$ cat src/rtl/eth_pkg.sv
// Shared types and default widths for the eth transmit path.
package eth_pkg;

  localparam int unsigned ETH_CNT_W  = 11;
  localparam int unsigned ETH_DATA_W = 8;

  // Arbiter phases: no owner, frame offered to the MAC, MAC sending the frame.
  typedef enum logic [1:0] {
    StIdle  = 2'd0,
    StOffer = 2'd1,
    StSend  = 2'd2
  } eth_arb_state_t;

endpackage

$ cat src/rtl/eth_rr_pick.sv
// Rotating priority encoder: returns the first requester at or above base,
// wrapping modulo N_CH.
module eth_rr_pick #(
  parameter int unsigned N_CH = 2
) (
  input  logic [N_CH-1:0]         req,
  input  logic [$clog2(N_CH)-1:0] base,
  output logic [$clog2(N_CH)-1:0] idx,
  output logic                    any
);

  localparam int unsigned IW = $clog2(N_CH);

  // Scan channels in priority order starting at base; first hit wins.
  always_comb begin
    int unsigned j;
    j   = 0;
    idx = '0;
    any = 1'b0;
    for (int unsigned k = 0; k < N_CH; k++) begin
      j = (32'(base) + k) % N_CH;
      if (!any && req[j]) begin
        any = 1'b1;
        idx = IW'(j);
      end
    end
  end

endmodule

$ cat src/rtl/eth_tx_arb.sv
// Transmit arbiter between N_CH frame sources and the single MAC tx port.
// The owner is registered in IDLE and held for the whole frame (OFFER+SEND).
// Build option ETH_TX_ARB_RR_EN: round-robin priority base that advances past
// the owner after each completed frame; otherwise channel 0 has fixed top
// priority and no pointer register exists.
module eth_tx_arb
  import eth_pkg::*;
#(
  parameter int unsigned N_CH   = 2,
  parameter int unsigned CNT_W  = ETH_CNT_W,
  parameter int unsigned DATA_W = ETH_DATA_W
) (
  input  logic                     clk,
  input  logic                     resetn,
  input  logic [N_CH-1:0]          ch_req,
  input  logic [N_CH*CNT_W-1:0]    ch_count,
  input  logic [N_CH*DATA_W-1:0]   ch_data,
  output logic [N_CH-1:0]          ch_grant,
  output logic                     tx_vld,
  output logic [CNT_W-1:0]         tx_count,
  output logic [DATA_W-1:0]        tx_data,
  input  logic                     tx_busy,
  output logic [$clog2(N_CH)-1:0]  owner,
  output logic                     arb_busy
);

  localparam int unsigned OW = $clog2(N_CH);

  eth_arb_state_t state_q, state_d;
  logic [OW-1:0]  owner_q, owner_d;
  logic [OW-1:0]  base;
  logic [OW-1:0]  pick_idx;
  logic           pick_any;

  eth_rr_pick #(
    .N_CH (N_CH)
  ) u_pick (
    .req  (ch_req),
    .base (base),
    .idx  (pick_idx),
    .any  (pick_any)
  );

`ifdef ETH_TX_ARB_RR_EN
  logic [OW-1:0] base_q, base_d;

  // Advance the priority base past the owner once its frame has been sent.
  always_comb begin
    base_d = base_q;
    if (state_q == StSend && !tx_busy) begin
      base_d = (owner_q == OW'(N_CH - 1)) ? '0 : owner_q + OW'(1);
    end
  end

  // Priority base register.
  always_ff @(posedge clk or negedge resetn) begin
    if (!resetn) begin
      base_q <= '0;
    end else begin
      base_q <= base_d;
    end
  end

  assign base = base_q;
`else
  assign base = '0;
`endif

  // Next state and owner; a withdrawn offer returns to IDLE without touching the base.
  always_comb begin
    state_d = state_q;
    owner_d = owner_q;
    unique case (state_q)
      StIdle: begin
        if (pick_any) begin
          owner_d = pick_idx;
          state_d = StOffer;
        end
      end
      StOffer: begin
        // tx_busy takes precedence over a same-cycle withdrawal.
        if (tx_busy) begin
          state_d = StSend;
        end else if (!ch_req[owner_q]) begin
          state_d = StIdle;
        end
      end
      StSend: begin
        if (!tx_busy) begin
          state_d = StIdle;
        end
      end
      default: state_d = StIdle;
    endcase
  end

  // State and owner registers.
  always_ff @(posedge clk or negedge resetn) begin
    if (!resetn) begin
      state_q <= StIdle;
      owner_q <= '0;
    end else begin
      state_q <= state_d;
      owner_q <= owner_d;
    end
  end

  // Outputs decoded from the registered state; grant drops as soon as the MAC goes busy.
  always_comb begin
    ch_grant = '0;
    tx_vld   = (state_q == StOffer);
    arb_busy = (state_q != StIdle);
    tx_count = '0;
    tx_data  = '0;
    if (state_q == StOffer) begin
      tx_count = ch_count[owner_q*CNT_W +: CNT_W];
      ch_grant[owner_q] = ~tx_busy;
    end
    if (state_q != StIdle) begin
      tx_data = ch_data[owner_q*DATA_W +: DATA_W];
    end
  end

  assign owner = owner_q;

endmodule

$ cat config.mk
export PLATFORM = sky130hd
export DESIGN_NAME = eth_tx_arb
export DESIGN_NICKNAME = d
export VERILOG_FILES = /design/src/rtl/eth_pkg.sv /design/src/rtl/eth_rr_pick.sv /design/src/rtl/eth_tx_arb.sv
export SDC_FILE = /design/constraint.sdc
export NUM_CORES = 1
export LEC_CHECK = 0
export CORE_MARGIN = 1
export CORE_UTILIZATION = 24
export DETAILED_ROUTE_END_ITERATION = 10
export MAX_ROUTING_LAYER = met4
export PLACE_DENSITY_LB_ADDON = 0.2
export SLEW_MARGIN = 10
export SYNTH_ARGS = -nofsm -noshare
export SYNTH_HDL_FRONTEND = slang
export SYNTH_SLANG_ARGS = --single-unit
$ cat constraint.sdc
create_clock -name clk -period 1.27 [get_ports clk]
set_input_delay 0.381 -clock clk [delete_from_list [all_inputs] [get_ports clk]]
set_output_delay 0.381 -clock clk [all_outputs]
set_load 0.01 [all_outputs]
==> results_dict.tcl, run 1 <==
set metrics [dict create \
    arrival_ns 1.33 \
    timing.critical_path.from "owner" \
    hpwl_um 1530 \
    final_cell_count_no_fill 176 \
    finalWeightedCongestion 0.641 \
    grt_antenna_before_repair 0 \
    clock-root-buffer "sky130_fd_sc_hd__clkbuf_4" \
    slew-limit-headroom 0.889 \
    internal_power_w 0.00160 \
    synthesis.nets 105 \
    synth_edf_count 0 \
    synth_seq_cells 3 \
    timing_worst_slew_pin_value_ns 0.162 \
    first_pass_grt_wire_length_um 2770 \
    worst-path-buf-inv 3 \
    cp_num_cells 5 \
    p_seq_frac 0.081 \
    power_frac_clock 0.065 \
    netlist_top_cells_area "sky130_fd_sc_hd__mux2i_1, sky130_fd_sc_hd__dfrtp_1, sky130_fd_sc_hd__nor2_1, sky130_fd_sc_hd__buf_12, sky130_fd_sc_hd__buf_4" \
    drt_pass1_iterations 4 \
    syn-mean-instance-area_um2 8.13 \
    ir_drop_uv 1240 \
    clk_transition_reported_paths_ns 0.04 \
    finalHoldViolations 0 \
    io_pins 67 \
    regToRegSetupSlack_ns 0.12 \
    crit_chain "buf_6 -> buf_12 -> mux2i_1 -> nor2_1 -> buf_2" \
    run_status "complete, but fails checks" \
    crit_slowest_cell "sky130_fd_sc_hd__dfrtp_2" \
    pwr_density_cell_nw_per_um2 2000 \
    pre_cts_ws_ns -0.751 \
    failing_checks "setup timing" \
    synth_top_area_cell "sky130_fd_sc_hd__mux2i_1" \
    std_cell_rows 16 \
    place_inst 158 \
    drtIter0Drc 10 \
    cts_buffers 3 \
    numClockSinks 3 \
    worst-r2r-cell-count 5 \
    via_count_of_the_first_global_routing_pass 655 \
    post_drt_wl_per_cell_um 12.1 \
    clock.fmax_mhz 585 \
    die_w_um 47.8 \
    drcViolationCount 0 \
    hold_path.class "input pin to asynchronous set/reset pin" \
    critical_path.max_stage_delay_ns 0.47 \
    cap_viol_max_count 0 \
    power.total_w 0.00264 \
    comb_power_share 0.854 \
    share_of_final_layout_standard_cells_stronger_than_drive_strength_1 0.383 \
    track_usage 0.181 \
    dr_total_vias 754 \
    top_count_cell_post_synth "sky130_fd_sc_hd__nor2_1" \
    area.growth.synth_to_final_pct 162 \
    tritoncts "done" \
    global_route.overflow_total 0 \
    final_net_count 193 \
    detail_route.vias_per_cell 4.28 \
    seq_area_frac_synth 0.149 \
    insertion_delay_to_the_later_sink_of_the_worst_skew_pair_ns 0.24 \
    timing.rr.start "owner" \
    worst_r2r_endpoint "owner" \
    initial_utilization 0.257 \
    setup-tns-final_ns -8.18 \
    path_class "register to output port" \
    critical_path_peak_fanout 5 \
    cts_max_path_buffers 2 \
    htreeDepth 1 \
    detail-route-antenna-nets 0 \
    synth_common_cells "sky130_fd_sc_hd__nor2_1, sky130_fd_sc_hd__mux2i_1, sky130_fd_sc_hd__dfrtp_1" \
    core_area_um2 1960 \
    p_sw_frac 0.396 \
    die_area_um2 2290 \
    setup_viol 24 \
    final.setup_skew_ns 0.00282 \
    hold_slack_ns 0.329 \
    switching_power_w 0.00105 \
    syn-cell-area_um2 504 \
    die_height_um 47.8 \
    cp-start-kind "register" \
    number_of_input_and_output_port_buffers_inserted 66 \
    maximum_number_of_pins_on_one_net_before_global_route_repair 9 \
    final_period_minus_worst_setup_slack_ns 1.71 \
    fin_ws_ns -0.438 \
    n_antenna_cell 0 \
    synth_top_area_share 0.377 \
    rsz0062_at_grt "true" \
    synth-main-ff-cell "sky130_fd_sc_hd__dfrtp_1" \
    postSynth.asyncResetShare 1.00 \
    synth_cells 62 \
    cp.required_ns 0.89 \
    min_period_over_period 1.35 \
    finalWirelength_um 2120 \
    post_synth_num_cell_types 18 \
    yosys_warnings 0 \
    cpLargestDelayFamily "flip-flops" \
    critPathCaptureType "output port" \
    drv_slew 0 \
    leakage_power_total_nw 0.655 \
]
[metrics by stage]
stage,cell area [µm²],utilization
floorplan,510,-
global placement,1210,0.617
detailed placement,1210,0.617
CTS,1320,0.673
global route,1320,0.672
finish,1320,0.672
[how the worst max path moves through the flow]
| stage | end | slack [ns] |
|---|---|---|
| final | tx_data[2] | -0.44 |
| after detailed placement | ch_grant[1] | -0.75 |
| after floorplan | tx_count[0] | -0.07 |
| after global placement | ch_grant[1] | -0.74 |
| after global routing | tx_data[3] | -0.50 |
| after CTS | tx_count[10] | -0.42 |
[cell type report]
class	instances	area [µm²]
multi-input combinational	51	370
timing repair buffer	88	801
inverter	3	11.3
tap	27	33.8
clock buffer	4	26.3
fill	179	643
sequential	3	76.3
[cell usage in the layout (no fill, tap or decap)]
cell                              instances
sky130_fd_sc_hd__clkdlybuf4s50_1         41
sky130_fd_sc_hd__nor2_1                  20
sky130_fd_sc_hd__a21oi_2                  1
sky130_fd_sc_hd__inv_2                    2
sky130_fd_sc_hd__dfrtp_2                  1
sky130_fd_sc_hd__dlygate4sd2_1            1
sky130_fd_sc_hd__nand2b_4                 1
sky130_fd_sc_hd__nand2_1                  2
sky130_fd_sc_hd__inv_1                    1
sky130_fd_sc_hd__buf_2                   21
sky130_fd_sc_hd__mux2i_1                 18
sky130_fd_sc_hd__mux2i_4                  1
sky130_fd_sc_hd__buf_4                   13
sky130_fd_sc_hd__o21ai_1                  1
sky130_fd_sc_hd__buf_6                    7
sky130_fd_sc_hd__nor3_4                   1
sky130_fd_sc_hd__clkbuf_1                 1
sky130_fd_sc_hd__nor3b_2                  1
sky130_fd_sc_hd__dfrtp_1                  2
sky130_fd_sc_hd__buf_12                   5
sky130_fd_sc_hd__o21ai_0                  1
sky130_fd_sc_hd__a21oi_1                  2
sky130_fd_sc_hd__clkbuf_4                 3
sky130_fd_sc_hd__a21boi_1                 1
sky130_fd_sc_hd__nor2b_1                  1
[power groups by stage]
stage / Clock [W] / Combinational, W / Sequential, W
floorplan: 0 / 0.00108 / 0.000185
global placement: 0 / 0.00188 / 0.000182
detailed placement: 0 / 0.00191 / 0.000187
CTS: 0.000175 / 0.00232 / 0.000206
finish: 0.000172 / 0.00226 / 0.000213
global route: 0.000179 / 0.00243 / 0.000220
[timing repair]
action                     in CTS  in global routing
hold endpoints to repair        0                  0
hold buffers                    0                  0
gates cloned                    2                  0
pin swaps                       2                  4
setup endpoints to repair      25                 25
buffers inserted               11                  3
resized for setup             103                  6
[logic make-up after synthesis]
family | count (synthesis) | share of synthesized area
AO/OA/AOI/OAI | 6 | 0.0720
AND/OR/NAND/NOR | 26 | 0.248
buffers and inverters | 8 | 0.154
flip-flops | 3 | 0.149
multiplexers | 19 | 0.377
[sequential cells by signal, indices dropped and copies added (netlist names)]
signal,count
state_q,2
owner,1
[routing by layer]
layer,vias to the layer above,track usage,share of wire
li1,381,-,-
met1,334,0.187,0.34
met2,35,0.338,0.56
met3,4,0.0113,0.074
met4,0,0.0944,0.023
met5,-,-,0
Power figures use the tool's default switching activity.
==> inputs of run 2 (changes only) <==
--- a/config.mk
+++ b/config.mk
@@ -6,8 +6,9 @@
 export NUM_CORES = 1
 export LEC_CHECK = 0
 export CORE_MARGIN = 1
-export CORE_UTILIZATION = 24
+export CORE_UTILIZATION = 34
 export DETAILED_ROUTE_END_ITERATION = 10
+export DONT_BUFFER_PORTS = 1
 export MAX_ROUTING_LAYER = met4
 export PLACE_DENSITY_LB_ADDON = 0.2
 export SLEW_MARGIN = 10
==> run 2 against run 1 <==
The run still ends with setup timing left. Die area is 28% lower. Routed wire length is 39% lower. First-iteration DRC count is 60% lower. Sequential cell count stayed put. Via count is 34% lower. Count of clock-buffer cells in the layout stayed put. Clock skew is 0.0036 ns higher. Worst setup slack better by 0.17 ns. Sequential power is 12% higher. Global-route usage is 3.3 points lower. Design area is 46% lower. Power is 24% lower. Critical path type unchanged. Critical endpoint is now tx_count[5]. Highest routed layer is now met3.
==> results_dict.tcl, run 2 (synthesized netlist as in run 1, its figures left out) <==
set metrics [dict create \
    p_sw_frac 0.478 \
    cts_buffers 3 \
    io_pins 67 \
    final.setup_skew_ns 0.00645 \
    fin_ws_ns -0.271 \
    share_of_final_layout_standard_cells_stronger_than_drive_strength_1 0.581 \
    holdPathStages 1 \
    die_area_um2 1640 \
    commonest_cells_after_routing_fill_and_taps_aside "sky130_fd_sc_hd__mux2i_1, sky130_fd_sc_hd__nor2_2, sky130_fd_sc_hd__nor2_1" \
    first_pass_grt_wire_length_um 1420 \
    crit_slowest_cell "sky130_fd_sc_hd__dfrtp_2" \
    detail_route.vias_per_cell 5.63 \
    cts_max_path_buffers 2 \
    setup_viol 25 \
    die_height_um 40.5 \
    max_flop_register "state_q" \
    numClockSinks 3 \
    track_usage 0.148 \
    finalWeightedCongestion 0.737 \
    post_route_cell_area_um2 718 \
    clk_transition_reported_paths_ns 0.04 \
    arrival_ns 1.16 \
    clock.fmax_mhz 649 \
    die_w_um 40.5 \
    number_of_input_and_output_port_buffers_inserted 0 \
    cpLargestDelayFamily "flip-flops" \
    via_count_of_the_first_global_routing_pass 349 \
    critPathCaptureType "output port" \
    switching_power_w 0.000961 \
    global_route.overflow_total 0 \
    initial_utilization 0.378 \
    grt_antenna_before_repair 0 \
    postPlaceCellArea_um2 505 \
    htreeDepth 1 \
    power.total_w 0.00201 \
    worst-path-buf-inv 1 \
    drcViolationCount 0 \
    ir_drop_uv 1250 \
    fillCellCount 124 \
    layout.cells.most_common "sky130_fd_sc_hd__mux2i_1" \
    leakage_power_total_nw 0.313 \
    detail-route-antenna-nets 0 \
    clock-root-buffer "sky130_fd_sc_hd__clkbuf_4" \
    min_period_over_period 1.21 \
    std_cell_rows 13 \
    critical_path_peak_fanout 8 \
    final_net_count 118 \
    crit_chain "clkbuf_16 -> mux2i_1 -> nor2_1" \
    slew-limit-headroom 0.882 \
    insertion_delay_to_the_later_sink_of_the_worst_skew_pair_ns 0.24 \
    maximum_number_of_pins_on_one_net_before_global_route_repair 21 \
    multi_input_area_um2 437 \
    run_status "complete, but fails checks" \
    core_area_um2 1330 \
    hold_slack_ns 0.212 \
    path_class "register to output port" \
    finalHoldViolations 0 \
    tritoncts "done" \
    p_seq_frac 0.119 \
    worst-r2r-cell-count 6 \
    drt_pass1_iterations 4 \
    setup-tns-final_ns -5.41 \
    comb_power_share 0.795 \
    rsz0062_at_grt "true" \
    storage_element_area_um2 78.8 \
    cp.required_ns 0.89 \
    finalWirelength_um 1300 \
    drv_slew 0 \
    drtIter0Drc 4 \
    post_drt_wl_per_cell_um 14.7 \
    area.growth.synth_to_final_pct 42.4 \
    timing_worst_slew_pin_value_ns 0.172 \
    failing_checks "setup timing" \
    cap_viol_max_count 0 \
    hold_path.class "input pin to register" \
    largest_reg_flops 2 \
    hpwl_um 811 \
    cp_num_cells 3 \
    dr_total_vias 501 \
    n_antenna_cell 0 \
    internal_power_w 0.00105 \
    power_frac_clock 0.086 \
    cp-start-kind "register" \
    final_period_minus_worst_setup_slack_ns 1.54 \
    pre_cts_ws_ns 0.000180 \
    critical_path.max_stage_delay_ns 0.44 \
    pwr_density_cell_nw_per_um2 2800 \
]
[run 2: metrics by stage]
step | utilization | instances
3_3_place_gp | 0.379 | 76
5_1_grt | 0.538 | 89
6_report | 0.538 | 89
2_1_floorplan | - | 62
4_1_cts | 0.452 | 85
3_5_place_dp | 0.379 | 76
[run 2: worst paths after layout]
path / start / to / slack (ns)
setup / recovery: owner / tx_count[5] / -0.27
max in group asynchronous: resetn / state_q[1] / 0.70
min in group asynchronous: resetn / owner / 0.40
setup reg to reg: owner / state_q[0] / -0.05
hold / removal: ch_req[0] / owner / 0.21
hold reg to reg: state_q[1] / state_q[0] / 0.59
[run 2: repair_timing]
item                                    4_1_cts  5_1_grt
hold endpoints to repair                      3        0
gates resized for setup                      12       23
hold buffers                                  1        0
gates cloned                                  2        1
endpoints found under the setup margin       24       24
pin swaps                                     1        3
setup buffers                                 2        3
[run 2: layout make-up]
cell class | count | share of cell area
multi-input cells | 52 | 0.608
well taps | 15 | 0.0261
clock buffers | 4 | 0.0366
inverters | 3 | 0.0226
repair buffers | 12 | 0.197
flip-flops and latches | 3 | 0.110
[run 2: power groups by stage]
stage	clock, W	sequential, W	combinational, W
finish	0.000173	0.000239	0.00160
global route	0.000188	0.000246	0.00172
CTS	0.000177	0.000222	0.00129
detailed placement	0	0.000189	0.00110
global placement	0	0.000186	0.00108
floorplan	0	0.000185	0.00108
[run 2: routing by layer]
metal	GRT usage	wire length, µm
met4	0.100	0
met2	0.218	640
met5	-	0
met3	0.0833	160
met1	0.147	503
==> inputs of run 3 (changes only) <==
--- a/config.mk
+++ b/config.mk
@@ -5,8 +5,9 @@
 export SDC_FILE = /design/constraint.sdc
 export NUM_CORES = 1
 export LEC_CHECK = 0
+export ABC_CLOCK_PERIOD_IN_PS = 1270
 export CORE_MARGIN = 1
-export CORE_UTILIZATION = 34
+export CORE_UTILIZATION = 25
 export DETAILED_ROUTE_END_ITERATION = 10
 export DONT_BUFFER_PORTS = 1
 export MAX_ROUTING_LAYER = met4
==> run 3 against run 2 <==
The run still ends with setup timing left. Clock power about the same. Critical path depth is the same. Routed wire length increased by 5.9%. Clock skew increased by 0.00090 ns. Fmax rose by 2.8%. Largest power group unchanged. Sequential share of layout area about the same. Worst hold slack improved by 0.0081 ns. Design area is 0.35% higher.
==> results_dict.tcl, run 3 (synthesized netlist as in run 1, its figures left out) <==
set metrics [dict create \
    maximum_number_of_pins_on_one_net_before_global_route_repair 11 \
    core_area_um2 1800 \
    worst-r2r-cell-count 5 \
    worst-path-buf-inv 1 \
    final_net_count 120 \
    first_pass_grt_wire_length_um 1750 \
    ir_drop_uv 1060 \
    die_height_um 46.9 \
    post_drt_wl_per_cell_um 13.7 \
    track_usage 0.120 \
    holdPathStages 1 \
    fin_ws_ns -0.229 \
    critical_path_peak_fanout 9 \
    commonest_cells_after_routing_fill_and_taps_aside "sky130_fd_sc_hd__nor2_2, sky130_fd_sc_hd__mux2i_1, sky130_fd_sc_hd__buf_4" \
    rsz0062_at_grt "true" \
    worst_r2r_endpoint "owner" \
    cp-start-kind "register" \
    detail-route-antenna-nets 0 \
    fillCellCount 179 \
    finalWeightedCongestion 0.633 \
    hold_slack_ns 0.220 \
    arrival_ns 1.12 \
    comb_power_share 0.792 \
    numClockSinks 3 \
    drv_slew 0 \
    final.setup_skew_ns 0.00735 \
    timing.rr.start "state_q[0]" \
    dr_total_vias 509 \
    layout.cells.most_common "sky130_fd_sc_hd__nor2_2" \
    std_cell_rows 15 \
    global_route.overflow_total 0 \
    tritoncts "done" \
    n_antenna_cell 0 \
    drcViolationCount 0 \
    switching_power_w 0.000961 \
    largest_reg_flops 2 \
    share_of_final_layout_standard_cells_stronger_than_drive_strength_1 0.618 \
    cts_max_path_buffers 2 \
    worstHoldStart "ch_req[0]" \
    timing_worst_slew_pin_value_ns 0.211 \
    internal_power_w 0.00101 \
    leakage_power_total_nw 0.313 \
    hpwl_um 944 \
    final_period_minus_worst_setup_slack_ns 1.50 \
    hold_path.class "input pin to register" \
    finalHoldViolations 0 \
    crit_slowest_cell "sky130_fd_sc_hd__dfrtp_2" \
    critPathCaptureType "output port" \
    max_flop_register "state_q" \
    critical_path.max_stage_delay_ns 0.44 \
    slew-limit-headroom 0.859 \
    setup-tns-final_ns -4.63 \
    number_of_input_and_output_port_buffers_inserted 0 \
    p_sw_frac 0.487 \
    min_period_over_period 1.18 \
    clk_transition_reported_paths_ns 0.03 \
    die_area_um2 2200 \
    power_frac_clock 0.087 \
    htreeDepth 1 \
    drt_pass1_iterations 4 \
    drtIter0Drc 1 \
    path_class "register to output port" \
    p_seq_frac 0.122 \
    grt_antenna_before_repair 0 \
    crit_chain "buf_8 -> mux2i_2 -> nor2_2" \
    regToRegSetupSlack_ns 0.14 \
    pwr_density_cell_nw_per_um2 2740 \
    run_status "complete, but fails checks" \
    clock-root-buffer "sky130_fd_sc_hd__clkbuf_4" \
    failing_checks "setup timing" \
    io_pins 67 \
    cp.required_ns 0.89 \
    setup_viol 24 \
    initial_utilization 0.280 \
    clock.fmax_mhz 667 \
    cpLargestDelayFamily "flip-flops" \
    power.total_w 0.00197 \
    detail_route.vias_per_cell 5.04 \
    finalWirelength_um 1380 \
    cts_buffers 3 \
    area.growth.synth_to_final_pct 42.9 \
    cap_viol_max_count 0 \
    holdPathEnd "owner" \
    die_w_um 46.9 \
    via_count_of_the_first_global_routing_pass 439 \
    insertion_delay_to_the_later_sink_of_the_worst_skew_pair_ns 0.24 \
]
==> run 3: cell types whose count changed in the layout (fill, tap and decap cells not counted), sizes merged <==
cell / before / now
buf: 10 / 13
clkbuf: 5 / 4
==> run 3: area by class of cell <==
type / instances / area [µm²] / area share
inverters: 3 / 13.8 / 0.0191
well taps: 25 / 31.3 / 0.0434
repair buffers: 14 / 131 / 0.182
multi-input cells: 52 / 439 / 0.609
flip-flops and latches: 3 / 78.8 / 0.109
clock buffers: 4 / 26.3 / 0.0365
==> run 3: routing by layer <==
layer	track usage	part of all wire	vias up
met5	-	0	-
met4	0.0857	0.0094	0
met3	0.0115	0.088	2
met2	0.231	0.53	46
met1	0.106	0.38	225
li1	-	-	236
==> run 3: worst max path at each step <==
stage	startpoint	end	slack, ns	cells after the start
floorplan	owner	tx_count[0]	-0.07	4
detailed placement	state_q[0]	tx_data[2]	-0.002	3
CTS	owner	tx_data[0]	-0.24	3
global placement	state_q[0]	tx_data[5]	0.02	3
finish	owner	tx_count[2]	-0.23	3
global route	owner	tx_data[6]	-0.28	3
==> run 3: power by group through the flow <==
stage               logic [W]  clock network, W  registers (W)
finish                0.00156          0.000171       0.000240
global route          0.00170          0.000193       0.000246
CTS                   0.00147          0.000176       0.000225
detailed placement    0.00111                 0       0.000187
global placement      0.00109                 0       0.000184
floorplan             0.00108                 0       0.000185
==> run 3: through the flow <==
step	instance area, µm²	util	cells	worst slack [ns]
after detailed placement	520	0.289	88	-0.00223
after global routing	721	0.400	101	-0.283
after global placement	520	0.289	88	0.0155
final	721	0.400	101	-0.229
after CTS	677	0.376	100	-0.238
after floorplan	510	-	62	-0.0732
==> run 3: repair_timing <==
item	CTS	global route
endpoints found under the hold margin	3	0
pin swaps	3	4
gates cloned	2	1
resized for setup	23	13
endpoints found under the setup margin	24	24
hold buffers	1	0
setup buffers	5	0
==> RTL edit 1: new RTL, settings of run 3 <==
The option `ETH_TX_ARB_RR_EN` is turned on by a define.
--- a/src/rtl/eth_tx_arb.sv
+++ b/src/rtl/eth_tx_arb.sv
@@ -4,4 +4,6 @@
 // the owner after each completed frame; otherwise channel 0 has fixed top
 // priority and no pointer register exists.
+`define ETH_TX_ARB_RR_EN
+
 module eth_tx_arb
   import eth_pkg::*;
Check against the original RTL: not equivalent (Yosys sat finds a counterexample within 10 cycles, from zero or initial values and one cycle with resetn low).
==> RTL edit 1 against run 3 <==
The flow still finishes with violations (negative setup slack). Critical path depth unchanged. Fmax decreased by 1.7%. Die area increased by 11%. Largest cell class unchanged. Final area decreased by 3.8%. Total power decreased by 6.8%. Sequential share of layout area increased by 3.9 points. Sequential cell count increased by 1. Critical path type unchanged. Worst setup slack got worse by 27 ps. Routed wire length decreased by 6.2%. Combinational power decreased by 10%. Area after synthesis increased by 12%.
==> RTL edit 1: results (changes against run 3) <==
status complete, but fails checks; failing checks negative setup slack; gr usage total 10.1% (-1.9 points); via density per instance 5.02 (-0.39%); CP arrival 1140 ps (+20 ps); share of cells above drive strength 1 37.0% (-25 points); post-DP HPWL 963 um (+2.0%); register area share after synthesis 17.8% (+2.9 points); top post-synthesis cells by count mux2i_1, nor2_1, dfrtp_1; Lkg Pwr 0.338 nW (+7.8%); worst-path fanout max 18 (+9); Clock Skews 3.38 ps (-3.96 ps); first-pass GRT wire length 1730 um (-0.80%); Place WS -8.09 ps (-5.86 ps); worst setup margin -256 ps (-26.7 ps); pin count of the biggest net entering global routing 19 (+8); syn_nets 108 (+2.9%); gpl congestion 0.656 (+3.6%); Setup-failing EPs final 23 (-4.2%); Synth area leaders mux2i_1, dfrtp_1, nor2_1; mapped cell area 563 um^2 (+12%); Worst path slowest cell dfrtp_1; routed length per instance 13.0 um (-5.2%); DRT iter0 DRCs 8 (+7); Worst path max stage delay 410 ps (-30 ps); initial antenna violation count 0 (unchanged); vias in the first global route 390 (-11%); setup_tns -5100 ps (-469 ps); Reg2Reg Setup Slack 60 ps (-80 ps); count of cell types in the netlist 17 (-1)
-- RTL edit 1: final cells by class --
type,instances,area (um^2)
Sequential cell,4,103
Tap cell,27,33.8
Timing Repair Buffer,9,90.1
Clock buffer,3,22.5
Multi-Input combinational cell,54,430
Inverter,3,13.8
Fill cell,219,1350
-- RTL edit 1: power by group --
| part | internal [W] | switching [W] |
|---|---|---|
| Sequential | 0.000195 | 0.0000883 |
| Combinational | 0.000637 | 0.000760 |
| Clock | 0.000106 | 0.0000535 |
| Total | 0.000937 | 0.000902 |
-- RTL edit 1: worst max-delay path: cells and delay by family, from the launching register on --
kind | cells | cell delay [ps]
AND/OR/NAND/NOR | 1 | 200
multiplexers | 1 | 120
buffers and inverters | 1 | 180
flip-flops | 1 | 410
-- RTL edit 1: kinds of logic after synthesis --
logic type,count (synthesis),synth area share [%]
buffers and inverters,8,13.3
DFF,4,17.8
and+or+nand+nor,28,25.8
AOI/OAI and AO/OA,4,5.78
muxes,21,37.3
-- RTL edit 1: repair_timing --
action                                 in CTS  in global routing
hold buffers                                1                  0
buffers inserted                            0                  1
gates resized for setup                     6                  9
endpoints found under the hold margin       4                  0
pin swaps                                   0                  2
setup endpoints to repair                  23                 23
gates cloned                                1                  1
-- RTL edit 1: worst paths after layout --
path                       startpoint     endpoint  cells past startpoint
max                             owner  tx_count[8]                      3
max in group asynchronous      resetn   state_q[0]                      1
min reg2reg                      base         base                      2
min                         ch_req[0]        owner                      1
max reg2reg                state_q[1]   state_q[0]                      4
min in group asynchronous      resetn         base                      1
-- RTL edit 1: stage by stage --
| step | hold WS, ps | utilization [%] | cells | total power (W) |
|---|---|---|---|---|
| 6_report | 235 | 33.9 | 100 | 0.00184 |
| 5_1_grt | 223 | 33.9 | 100 | 0.00197 |
| 4_1_cts | 229 | 32.1 | 98 | 0.00175 |
| 3_5_place_dp | 85.5 | 29.5 | 93 | 0.00149 |
| 3_3_place_gp | 85.5 | 29.5 | 93 | 0.00147 |
| 2_1_floorplan | 85.4 | - | 65 | 0.00138 |
-- RTL edit 1: routing by layer --
metal / vias up / GRT usage [%] / routed length (um)
met1: 223 / 9.68 / 493
met4: 0 / 7.14 / 0
met3: 0 / 2.47 / 91
met5: - / - / 0
li1: 244 / - / -
met2: 35 / 17.6 / 712
==> RTL edit 2: new RTL, settings of run 3 <==
Without the edit above. Re-encode `eth_arb_state_t` (3 states) as one-hot, 3 bits wide.
--- a/src/rtl/eth_pkg.sv
+++ b/src/rtl/eth_pkg.sv
@@ -6,8 +6,8 @@
 
   // Arbiter phases: no owner, frame offered to the MAC, MAC sending the frame.
-  typedef enum logic [1:0] {
-    StIdle  = 2'd0,
-    StOffer = 2'd1,
-    StSend  = 2'd2
+  typedef enum logic [2:0] {
+    StIdle  = 3'b001,
+    StOffer = 3'b010,
+    StSend  = 3'b100
   } eth_arb_state_t;
 
Check against the original RTL: same outputs for any inputs over 10 cycles, from zero or initial values and one cycle with resetn low; not proved beyond that.
==> RTL edit 2 against run 3 <==
The run still ends with negative setup slack left. Sequential cell count up 1. Critical path depth unchanged. Sequential share of layout area up 1.9 points. Routed wire length down 2.2%. Worst setup slack worse by 57 ps. Final area up 9.5%. Cell count up 3.0%. Fmax down 3.7%. Via count down 0.20%. Total power down 3.0%. First-iteration DRC count rose to 3.0 times the old value. Area after synthesis up 6.7%. Critical endpoint is now tx_data[0]. Largest power group unchanged.
==> RTL edit 2: results (changes against run 3) <==
Hold Slack 224 ps (+4.20 ps); Reg2Reg Setup Slack 50 ps (-90 ps); grt met1 use 9.88% (-0.76 points); multi-input gate share of total cell area 61.2% (+0.24 points); final instance area 790 um^2 (+9.5%); Placed Cells incl. Taps 98 (+11%); share of cells above drive strength 1 46.8% (-15 points); first-pass GRT wire length 1890 um (+8.3%); post-CTS sizing 12 (-48%); top post-synthesis cells by count mux2i_1, nor2_1, buf_6, dfrtp_1; Post-DP Area 668 um^2 (+28%); Synth area leaders mux2i_1, dfrtp_1, nor2_1; worst-path fanout max 10 (+1); status complete, but fails checks; post-DP HPWL 1040 um (+10%); Met3 Wirelength 94 um (-22%); postcts setup bufs 1 (-4); Post-Synth XOR/XNOR Area 1.63% (+1.6 points); Non-clk invs 2 (-1); fillers 199 (+11%); DRT met1 WL 535 um (+3.1%); compound-gate portion of the synthesized area 8.14% (+0.94 points); multi-input gate count 55 (+5.8%); vias in the first global route 421 (-4.1%); gr usage total 10.9% (-1.1 points); Max-Slew Margin vs Limit 84.1% (-1.8 points); Nets 121 (+0.83%); Avg Synthesized Cell Area 8.15 um^2 (+0.23%); cell count after synthesis 66 (+6.5%); Non-clock buffering overhead 17.4% (-0.80 points); Setup-failing EPs final 24 (unchanged); mux cell area share after synthesis 37.2% (-0.51 points); met3 Usage GRT 2.83% (+1.7 points); Place WS -85.8 ps (-83.6 ps); cell-internal power 0.00105 W (+4.0%); uppermost layer routed met3; Clock Skews 7.73 ps (+0.384 ps); count of cell types in the netlist 19 (+1); gpl congestion 0.806 (+27%); Clock-cell share 3.33% (-0.32 points); setup_tns -6440 ps (-1810 ps); max reg flops 3 (+1); total CTS buffers 3 (unchanged); DRT iter0 DRCs 3 (+2); pin count of the biggest net entering global routing 14 (+3); via count 508 (-0.20%); Min-Delay Endpoint owner; worst reg2reg path depth 5 (unchanged); worst IR drop on VDD 1060 uV (-0.60%); failing checks negative setup slack; first-pass iteration count of the detailed router 3 (-1); syn_nets 109 (+3.8%); GR met2 Demand/Resource 20.7% (-2.4 points); FFs w/ async S/R, synth 100% (unchanged); register area share after synthesis 18.8% (+3.9 points); worst setup margin -286 ps (-57.3 ps); Lkg Pwr 0.322 nW (+2.7%); via density per instance 4.88 (-3.1%); Num Clock Sinks 4 (+1)
-- RTL edit 2: worst max path at each step --
| stage | from | endpoint |
|---|---|---|
| 3_3_place_gp | state_q[0] | tx_data[6] |
| 4_1_cts | state_q[0] | tx_data[0] |
| 2_1_floorplan | state_q[2] | tx_count[1] |
| 5_1_grt | state_q[2] | ch_grant[0] |
| 6_report | state_q[0] | tx_data[0] |
| 3_5_place_dp | state_q[0] | tx_data[0] |
-- RTL edit 2: critical path, cell delays in order (launching register included) --
cell and delay (ps):
dfstp_2 530, nor3b_2 180, buf_6 160, nor2_1 80
-- RTL edit 2: power groups by stage --
stage	registers, W	logic (W)	clock network, W
floorplan	0.000252	0.00100	0
global placement	0.000256	0.00128	0
detailed placement	0.000257	0.00129	0
CTS	0.000255	0.00146	0.000178
global route	0.000261	0.00159	0.000192
finish	0.000253	0.00149	0.000169
